<file path="src/rtl/pulse_peak_detector.sv">
// Pulse peak detector: sits after the shaping filter, arms on threshold
// crossings, tracks each pulse's maximum and the timestamp of that maximum,
// and hands one amplitude/timestamp record per pulse to a one-entry output
// buffer with valid/ready handshaking. Over-long (piled-up) pulses are
// aborted without a record; records arriving while the buffer is full are
// dropped and counted.
//
// Ports:
//   clk           system clock, rising edge
//   reset         asynchronous active-low reset
//   filter_data   signed filtered sample, one per clk
//   out_ready     consumer accepts the record when high together with out_valid
//   out_valid     record available
//   peak_amp      signed maximum sample of the pulse
//   peak_ts       timestamp of the maximum sample
//   lost_count    records dropped on a full buffer (saturating)
//   pileup_count  pulses aborted for exceeding MAX_WIDTH (saturating)
//   busy          detector is inside a pulse or its dead time
module pulse_peak_detector #(
    parameter int unsigned          SIZE_ADC_DATA = 14,
    parameter int unsigned          FW            = SIZE_ADC_DATA * 2 + 3,
    parameter logic signed [FW-1:0] THRESHOLD     = FW'(100),
    parameter int unsigned          HOLDOFF       = 4,
    parameter int unsigned          MAX_WIDTH     = 64,
    parameter int unsigned          TS_WIDTH      = 32
) (
    input  logic                 clk,
    input  logic                 reset,
    input  logic signed [FW-1:0] filter_data,
    input  logic                 out_ready,
    output logic                 out_valid,
    output logic signed [FW-1:0] peak_amp,
    output logic [TS_WIDTH-1:0]  peak_ts,
    output logic [15:0]          lost_count,
    output logic [15:0]          pileup_count,
    output logic                 busy
);

    localparam int unsigned WW = 10;
    localparam int unsigned HW = 8;
    localparam int unsigned CW = 16;

    typedef enum logic [1:0] {
        ST_IDLE,
        ST_ARMED,
        ST_ABORT,
        ST_DEAD
    } state_e;

    state_e                state_q, state_d;
    logic signed [FW-1:0]  x_q;
    logic [TS_WIDTH-1:0]   ts_cnt_q;
    logic [TS_WIDTH-1:0]   ts_q;
    logic signed [FW-1:0]  max_q, max_d;
    logic [TS_WIDTH-1:0]   max_ts_q, max_ts_d;
    logic [WW-1:0]         width_q, width_d;
    logic [HW-1:0]         hold_q, hold_d;
    logic                  emit_q, emit_d;
    logic signed [FW-1:0]  emit_amp_q;
    logic [TS_WIDTH-1:0]   emit_ts_q;
    logic                  pile_inc;
    logic                  out_valid_q, out_valid_d;
    logic signed [FW-1:0]  peak_amp_q, peak_amp_d;
    logic [TS_WIDTH-1:0]   peak_ts_q, peak_ts_d;
    logic [CW-1:0]         lost_q, lost_d;
    logic [CW-1:0]         pile_q, pile_d;
    logic                  busy_q;
    logic                  above;

    assign above = (x_q > THRESHOLD);

    // Pulse tracking state machine, evaluates the registered sample x_q
    always_comb begin
        state_d  = state_q;
        max_d    = max_q;
        max_ts_d = max_ts_q;
        width_d  = width_q;
        hold_d   = hold_q;
        emit_d   = 1'b0;
        pile_inc = 1'b0;
        case (state_q)
            ST_IDLE: begin
                if (above) begin
                    state_d  = ST_ARMED;
                    max_d    = x_q;
                    max_ts_d = ts_q;
                    width_d  = WW'(1);
                end
            end
            ST_ARMED: begin
                if (!above) begin
                    state_d = ST_DEAD;
                    hold_d  = HW'(HOLDOFF);
                    emit_d  = 1'b1;
                end else begin
                    // strict compare keeps the earliest sample of a flat top
                    if (x_q > max_q) begin
                        max_d    = x_q;
                        max_ts_d = ts_q;
                    end
                    if (width_q == WW'(MAX_WIDTH - 1)) begin
                        state_d  = ST_ABORT;
                        pile_inc = 1'b1;
                    end else begin
                        width_d = width_q + WW'(1);
                    end
                end
            end
            ST_ABORT: begin
                if (!above) begin
                    state_d = ST_DEAD;
                    hold_d  = HW'(HOLDOFF);
                end
            end
            ST_DEAD: begin
                // count down first; only then wait for the signal to be low
                if (hold_q != '0) begin
                    hold_d = hold_q - HW'(1);
                end else if (!above) begin
                    state_d = ST_IDLE;
                end
            end
            default: state_d = ST_IDLE;
        endcase
    end

    // One-entry output buffer and saturating counters
    always_comb begin
        out_valid_d = out_valid_q;
        peak_amp_d  = peak_amp_q;
        peak_ts_d   = peak_ts_q;
        lost_d      = lost_q;
        if (emit_q) begin
            // a drain in the same clk frees the slot for the new record
            if (!out_valid_q || out_ready) begin
                out_valid_d = 1'b1;
                peak_amp_d  = emit_amp_q;
                peak_ts_d   = emit_ts_q;
            end else if (lost_q != '1) begin
                lost_d = lost_q + CW'(1);
            end
        end else if (out_valid_q && out_ready) begin
            out_valid_d = 1'b0;
        end
        pile_d = (pile_inc && (pile_q != '1)) ? pile_q + CW'(1) : pile_q;
    end

    always_ff @(posedge clk or negedge reset) begin
        if (!reset) begin
            x_q         <= '0;
            ts_cnt_q    <= '0;
            ts_q        <= '0;
            state_q     <= ST_IDLE;
            max_q       <= '0;
            max_ts_q    <= '0;
            width_q     <= '0;
            hold_q      <= '0;
            emit_q      <= 1'b0;
            emit_amp_q  <= '0;
            emit_ts_q   <= '0;
            out_valid_q <= 1'b0;
            peak_amp_q  <= '0;
            peak_ts_q   <= '0;
            lost_q      <= '0;
            pile_q      <= '0;
            busy_q      <= 1'b0;
        end else begin
            x_q         <= filter_data;
            ts_q        <= ts_cnt_q;
            ts_cnt_q    <= ts_cnt_q + TS_WIDTH'(1);
            state_q     <= state_d;
            max_q       <= max_d;
            max_ts_q    <= max_ts_d;
            width_q     <= width_d;
            hold_q      <= hold_d;
            emit_q      <= emit_d;
            if (emit_d) begin
                emit_amp_q <= max_q;
                emit_ts_q  <= max_ts_q;
            end
            out_valid_q <= out_valid_d;
            peak_amp_q  <= peak_amp_d;
            peak_ts_q   <= peak_ts_d;
            lost_q      <= lost_d;
            pile_q      <= pile_d;
            busy_q      <= (state_d != ST_IDLE);
        end
    end

    assign out_valid    = out_valid_q;
    assign peak_amp     = peak_amp_q;
    assign peak_ts      = peak_ts_q;
    assign lost_count   = lost_q;
    assign pileup_count = pile_q;
    assign busy         = busy_q;

endmodule

</file>
<file path="config.mk">
export PLATFORM = sky130hd
export DESIGN_NAME = pulse_peak_detector
export DESIGN_NICKNAME = d
export VERILOG_FILES = /design/src/rtl/pulse_peak_detector.sv
export SDC_FILE = /design/constraint.sdc
export NUM_CORES = 1
export LEC_CHECK = 0
export ABC_CLOCK_PERIOD_IN_PS = 2600
export CAP_MARGIN = 5
export CORE_UTILIZATION = 45
export CTS_CLUSTER_DIAMETER = 200
export CTS_CLUSTER_SIZE = 10
export DETAILED_ROUTE_END_ITERATION = 8
export DONT_BUFFER_PORTS = 1
export HOLD_SLACK_MARGIN = 0.15
export PLACE_DENSITY = 0.6
export SLEW_MARGIN = 20
export SYNTH_ARGS = -nofsm -noshare
export SYNTH_HDL_FRONTEND = slang
export SYNTH_SLANG_ARGS = --single-unit
</file>
<file path="constraint.sdc">
create_clock -name clk -period 2.6 [get_ports clk]
set_clock_uncertainty 0.05 [all_clocks]
set_input_delay 0.39 -clock clk [delete_from_list [all_inputs] [get_ports clk]]
set_output_delay 0.39 -clock clk [all_outputs]
set_load 0.01 [all_outputs]
</file>
==> flow_summary.toml <==
[outcome]
status = "finished with violations"
failed_checks = "negative hold slack"

[cts]
cts-root-buf = "sky130_fd_sc_hd__clkbuf_16"
cts_hold_buffers = 32
cts_sinks = 339
clock_transition_at_the_registers_of_the_reported_paths_ns = 0.06
clock_insertion_delay_worst_skew_ns = 0.53
clock_tree_from_tritoncts = "built"
h-tree-depth = 2
cts-buffers-inserted = 39
clockBufferDepth = 3

[critical_path]
startpoint_type = "flip-flop"
arrival_ns = 2.93
timing.critical_path.max_delay_family = "buffers and inverters"
worstSetupPathDepth = 10
worst-path-buf-inv = 4
critPathMaxStageDelay_ns = 0.39
r2r_setup_slack_ns = 0.009
critical_path_required_ns = 2.94
worstReg2RegStart = "x_q[27]$_DFF_PN0_"
critPathKind = "reg2reg"
worstPathCellList = "buf_6 > ha_4 > nand4_1 > nor4_2 > buf_4 > a21boi_4 > o211a_4 > buf_12 > clkbuf_16 > o311ai_2"
crit-reg2reg-capture = "max_q[1]$_DFFE_PN0P_"
setup.worst_path.end_class = "flip-flop"
number_of_cells_traversed_by_the_worst_register_to_register_path = 10
critical_path_peak_fanout = 7
timing.critical_path.slowest_stage_cell = "sky130_fd_sc_hd__dfrtp_1"

[timing]
hold_viol_final = 339
final.period_utilization = 0.9965
fmax_ghz = 0.3860
relSlewSlack = 0.5208
grt_setup_unrepaired = "true"
post-route-min-period_ns = 2.591
hold-worst-slack_ns = -0.4802
max_transition_viols_final = 0
worstMarginPinSlew_ns = 0.7188
timing.final.setup_violations = 0

[synthesis]
post_synth.cell_area_avg_um2 = 12.31
synth_top_family_by_area = "simple AND/OR/NAND/NOR gates"
synth_adder_area_share = 0.03466
post_synth_instance_area_mm2 = 0.01444
synth_mux_area_frac = 0.09982
synthFlopType = "sky130_fd_sc_hd__dfrtp_1"
synth-seq-area-share = 0.5875
yosys.area_share.xor_xnor = 0.04306
yosys_warnings = 0
yosys.area_share.simple = 0.1047
async_flop_share = 1.000
cells_after_synthesis = 1173
yosys_register_bits = 339
synth.distinct_cells = 58
synth_compound_area_frac = 0.09739
mappedNetlistNets = 1247
number_of_enable_type_register_cells_in_the_synthesized_netlist = 0

[floorplanning]
io-pin-count = 131
dieArea_mm2 = 0.03281
floorplan.rows = 65
die_height_um = 181.1
placeableCoreArea_mm2 = 0.03156
start_util = 0.4576
die_x_um = 181.1

[route]
detail_route.vias_per_cell = 5.736
drtIter0Drc = 555
total_iterations_of_the_first_detailed_routing_run = 5
detail_route.drc_violations = 0
detail_route.wirelength_um = 32030
num_vias = 9522
drt-wirelength-per-cell_um = 19.30
detail-route-antenna-nets = 0

[cells_and_area]
n_fill_cell = 2651
area_delta_synth_final_pct = 18.43
postLayoutCoreUtil = 0.5420
drive_gt1_frac = 0.2283
fin_nets = 1329
most_used_cells_in_the_layout_excluding_fill_and_tap_cells = "sky130_fd_sc_hd__dfrtp_1, sky130_fd_sc_hd__nand2_1, sky130_fd_sc_hd__mux2_2"
mostFrequentLayoutCell = "sky130_fd_sc_hd__dfrtp_1"

[pwr]
relative_contribution_of_the_clock_network_to_total_power = 0.292
power_density_mw_per_mm2 = 933.4
cell_internal_power_mw = 10.94
worst_vdd_drop_v = 0.0004616
switching_share = 0.3145
p_switching_mw = 5.020
seqPwrFrac = 0.441
power_leakage_nw = 7.635
power_frac_comb = 0.267
finalPower_mw = 15.96

[grt]
via_count_of_the_first_global_routing_pass = 9750
grt_max_degree = 340
first_pass_grt_wire_length_um = 51360
grt_use_total = 0.1917
antenna_found_initial = 1
grt.overflow.total = 0

[place]
detailedPlacementHpwl_um = 19160
numPortBuffers = 0
gpl.final_weighted_congestion = 0.7955

[min_path]
hold_path.class = "in2async"

[flow_run]
timing.max_cap.violations = 0
==> flip-flops by register name, indices dropped and copies added (netlist names), 16 cells and up <==
name          cells
peak_amp         31
pileup_count     16
x_q              31
max_ts_q         32
peak_ts          32
ts_q             32
emit_ts_q        32
max_q            31
ts_cnt_q         32
emit_amp_q       31
lost_count       16
==> power by group through the flow <==
stage	clock network [mW]	logic (mW)	registers, mW
2_1_floorplan	0	2.72	6.85
3_3_place_gp	0	3.60	7.11
3_5_place_dp	0	3.73	7.13
4_1_cts	4.82	3.79	7.04
5_1_grt	5.03	4.67	7.17
6_report	4.67	4.26	7.04
==> timing repair <==
item,CTS,global route
cloned,0,8
endpoints found under the hold margin,371,339
buffers inserted,0,7
pin swaps,0,14
setup endpoints to repair,39,138
gates resized for setup,3,43
==> how the worst max path moves through the flow <==
stage	to	startpoint	slack [ns]
6_report	max_q[1]$_DFFE_PN0P_	x_q[27]$_DFF_PN0_	0.009
3_3_place_gp	max_q[12]$_DFFE_PN0P_	x_q[27]$_DFF_PN0_	0.02
3_5_place_dp	max_q[5]$_DFFE_PN0P_	x_q[26]$_DFF_PN0_	-0.05
5_1_grt	max_q[10]$_DFFE_PN0P_	x_q[26]$_DFF_PN0_	-0.09
4_1_cts	max_ts_q[9]$_DFFE_PN0P_	x_q[26]$_DFF_PN0_	0.001
2_1_floorplan	pileup_count[15]$_DFFE_PN0P_	state_q[1]$_DFF_PN0_	0.09
==> worst register-to-register path, cell delays in order (launching register included) <==
cell,delay [ns]
sky130_fd_sc_hd__dfrtp_1,0.39
sky130_fd_sc_hd__buf_6,0.14
sky130_fd_sc_hd__ha_4,0.25
sky130_fd_sc_hd__nand4_1,0.19
sky130_fd_sc_hd__nor4_2,0.37
sky130_fd_sc_hd__buf_4,0.19
sky130_fd_sc_hd__a21boi_4,0.22
sky130_fd_sc_hd__o211a_4,0.22
sky130_fd_sc_hd__buf_12,0.16
sky130_fd_sc_hd__clkbuf_16,0.17
sky130_fd_sc_hd__o311ai_2,0.11
==> cell families (layout without fill, tap and decap cells) <==
logic type / after synthesis / in the layout
flops: 339 / 339
simple gates: 310 / 310
compound gates: 177 / 177
mux: 128 / 128
buf+inv: 108 / 192
xor+xnor: 71 / 71
fa+ha+maj: 40 / 40
other cells: 0 / 1
==> cell type report <==
class | count | area [um^2] | area share
Clock inverter | 3 | 55.05 | 0.003219
Sequential cell | 339 | 8488 | 0.4963
Tap cell | 402 | 503.0 | 0.02941
Inverter | 46 | 172.7 | 0.01010
Antenna cell | 1 | 2.502 | 0.0001463
Clock buffer | 40 | 979.7 | 0.05729
Timing Repair Buffer | 103 | 1189 | 0.06951
Multi-Input combinational cell | 726 | 5712 | 0.3340
==> cells in the mapped netlist, types with 28 or more instances <==
master | number | share of area
sky130_fd_sc_hd__dfrtp_1 | 339 | 0.59
sky130_fd_sc_hd__xor2_1 | 28 | 0.017
sky130_fd_sc_hd__nand3_1 | 37 | 0.013
sky130_fd_sc_hd__clkbuf_1 | 37 | 0.0096
sky130_fd_sc_hd__xnor2_1 | 43 | 0.026
sky130_fd_sc_hd__inv_1 | 45 | 0.012
sky130_fd_sc_hd__o211ai_1 | 34 | 0.018
sky130_fd_sc_hd__ha_1 | 40 | 0.035
sky130_fd_sc_hd__nor2_1 | 40 | 0.010
sky130_fd_sc_hd__o2111ai_1 | 62 | 0.038
sky130_fd_sc_hd__o311ai_1 | 29 | 0.018
sky130_fd_sc_hd__nand2_1 | 140 | 0.036
sky130_fd_sc_hd__mux2_2 | 128 | 0.10
==> stage by stage <==
step	cell area (um^2)	instances	setup WS, ns	hold slack (ns)	TNS [ns]
after global routing	17100	1659	-0.09216	-0.5063	-3.799
after floorplan	14440	1173	0.09389	0.04441	0
after CTS	16610	1644	0.001413	-0.5126	0
after detailed placement	15240	1569	-0.05255	0.05496	-1.011
after global placement	15240	1569	0.02430	0.05578	0
final	17100	1660	0.009043	-0.4802	0
==> routing by layer <==
metal	up-vias	wire length (um)	GRT usage
met5	-	0	0
met4	0	638	0.05661
met3	50	1617	0.03911
met2	219	15220	0.3168
met1	4857	14560	0.2547
li1	4396	-	-
Note: power is estimated with default switching activity, not from simulation.
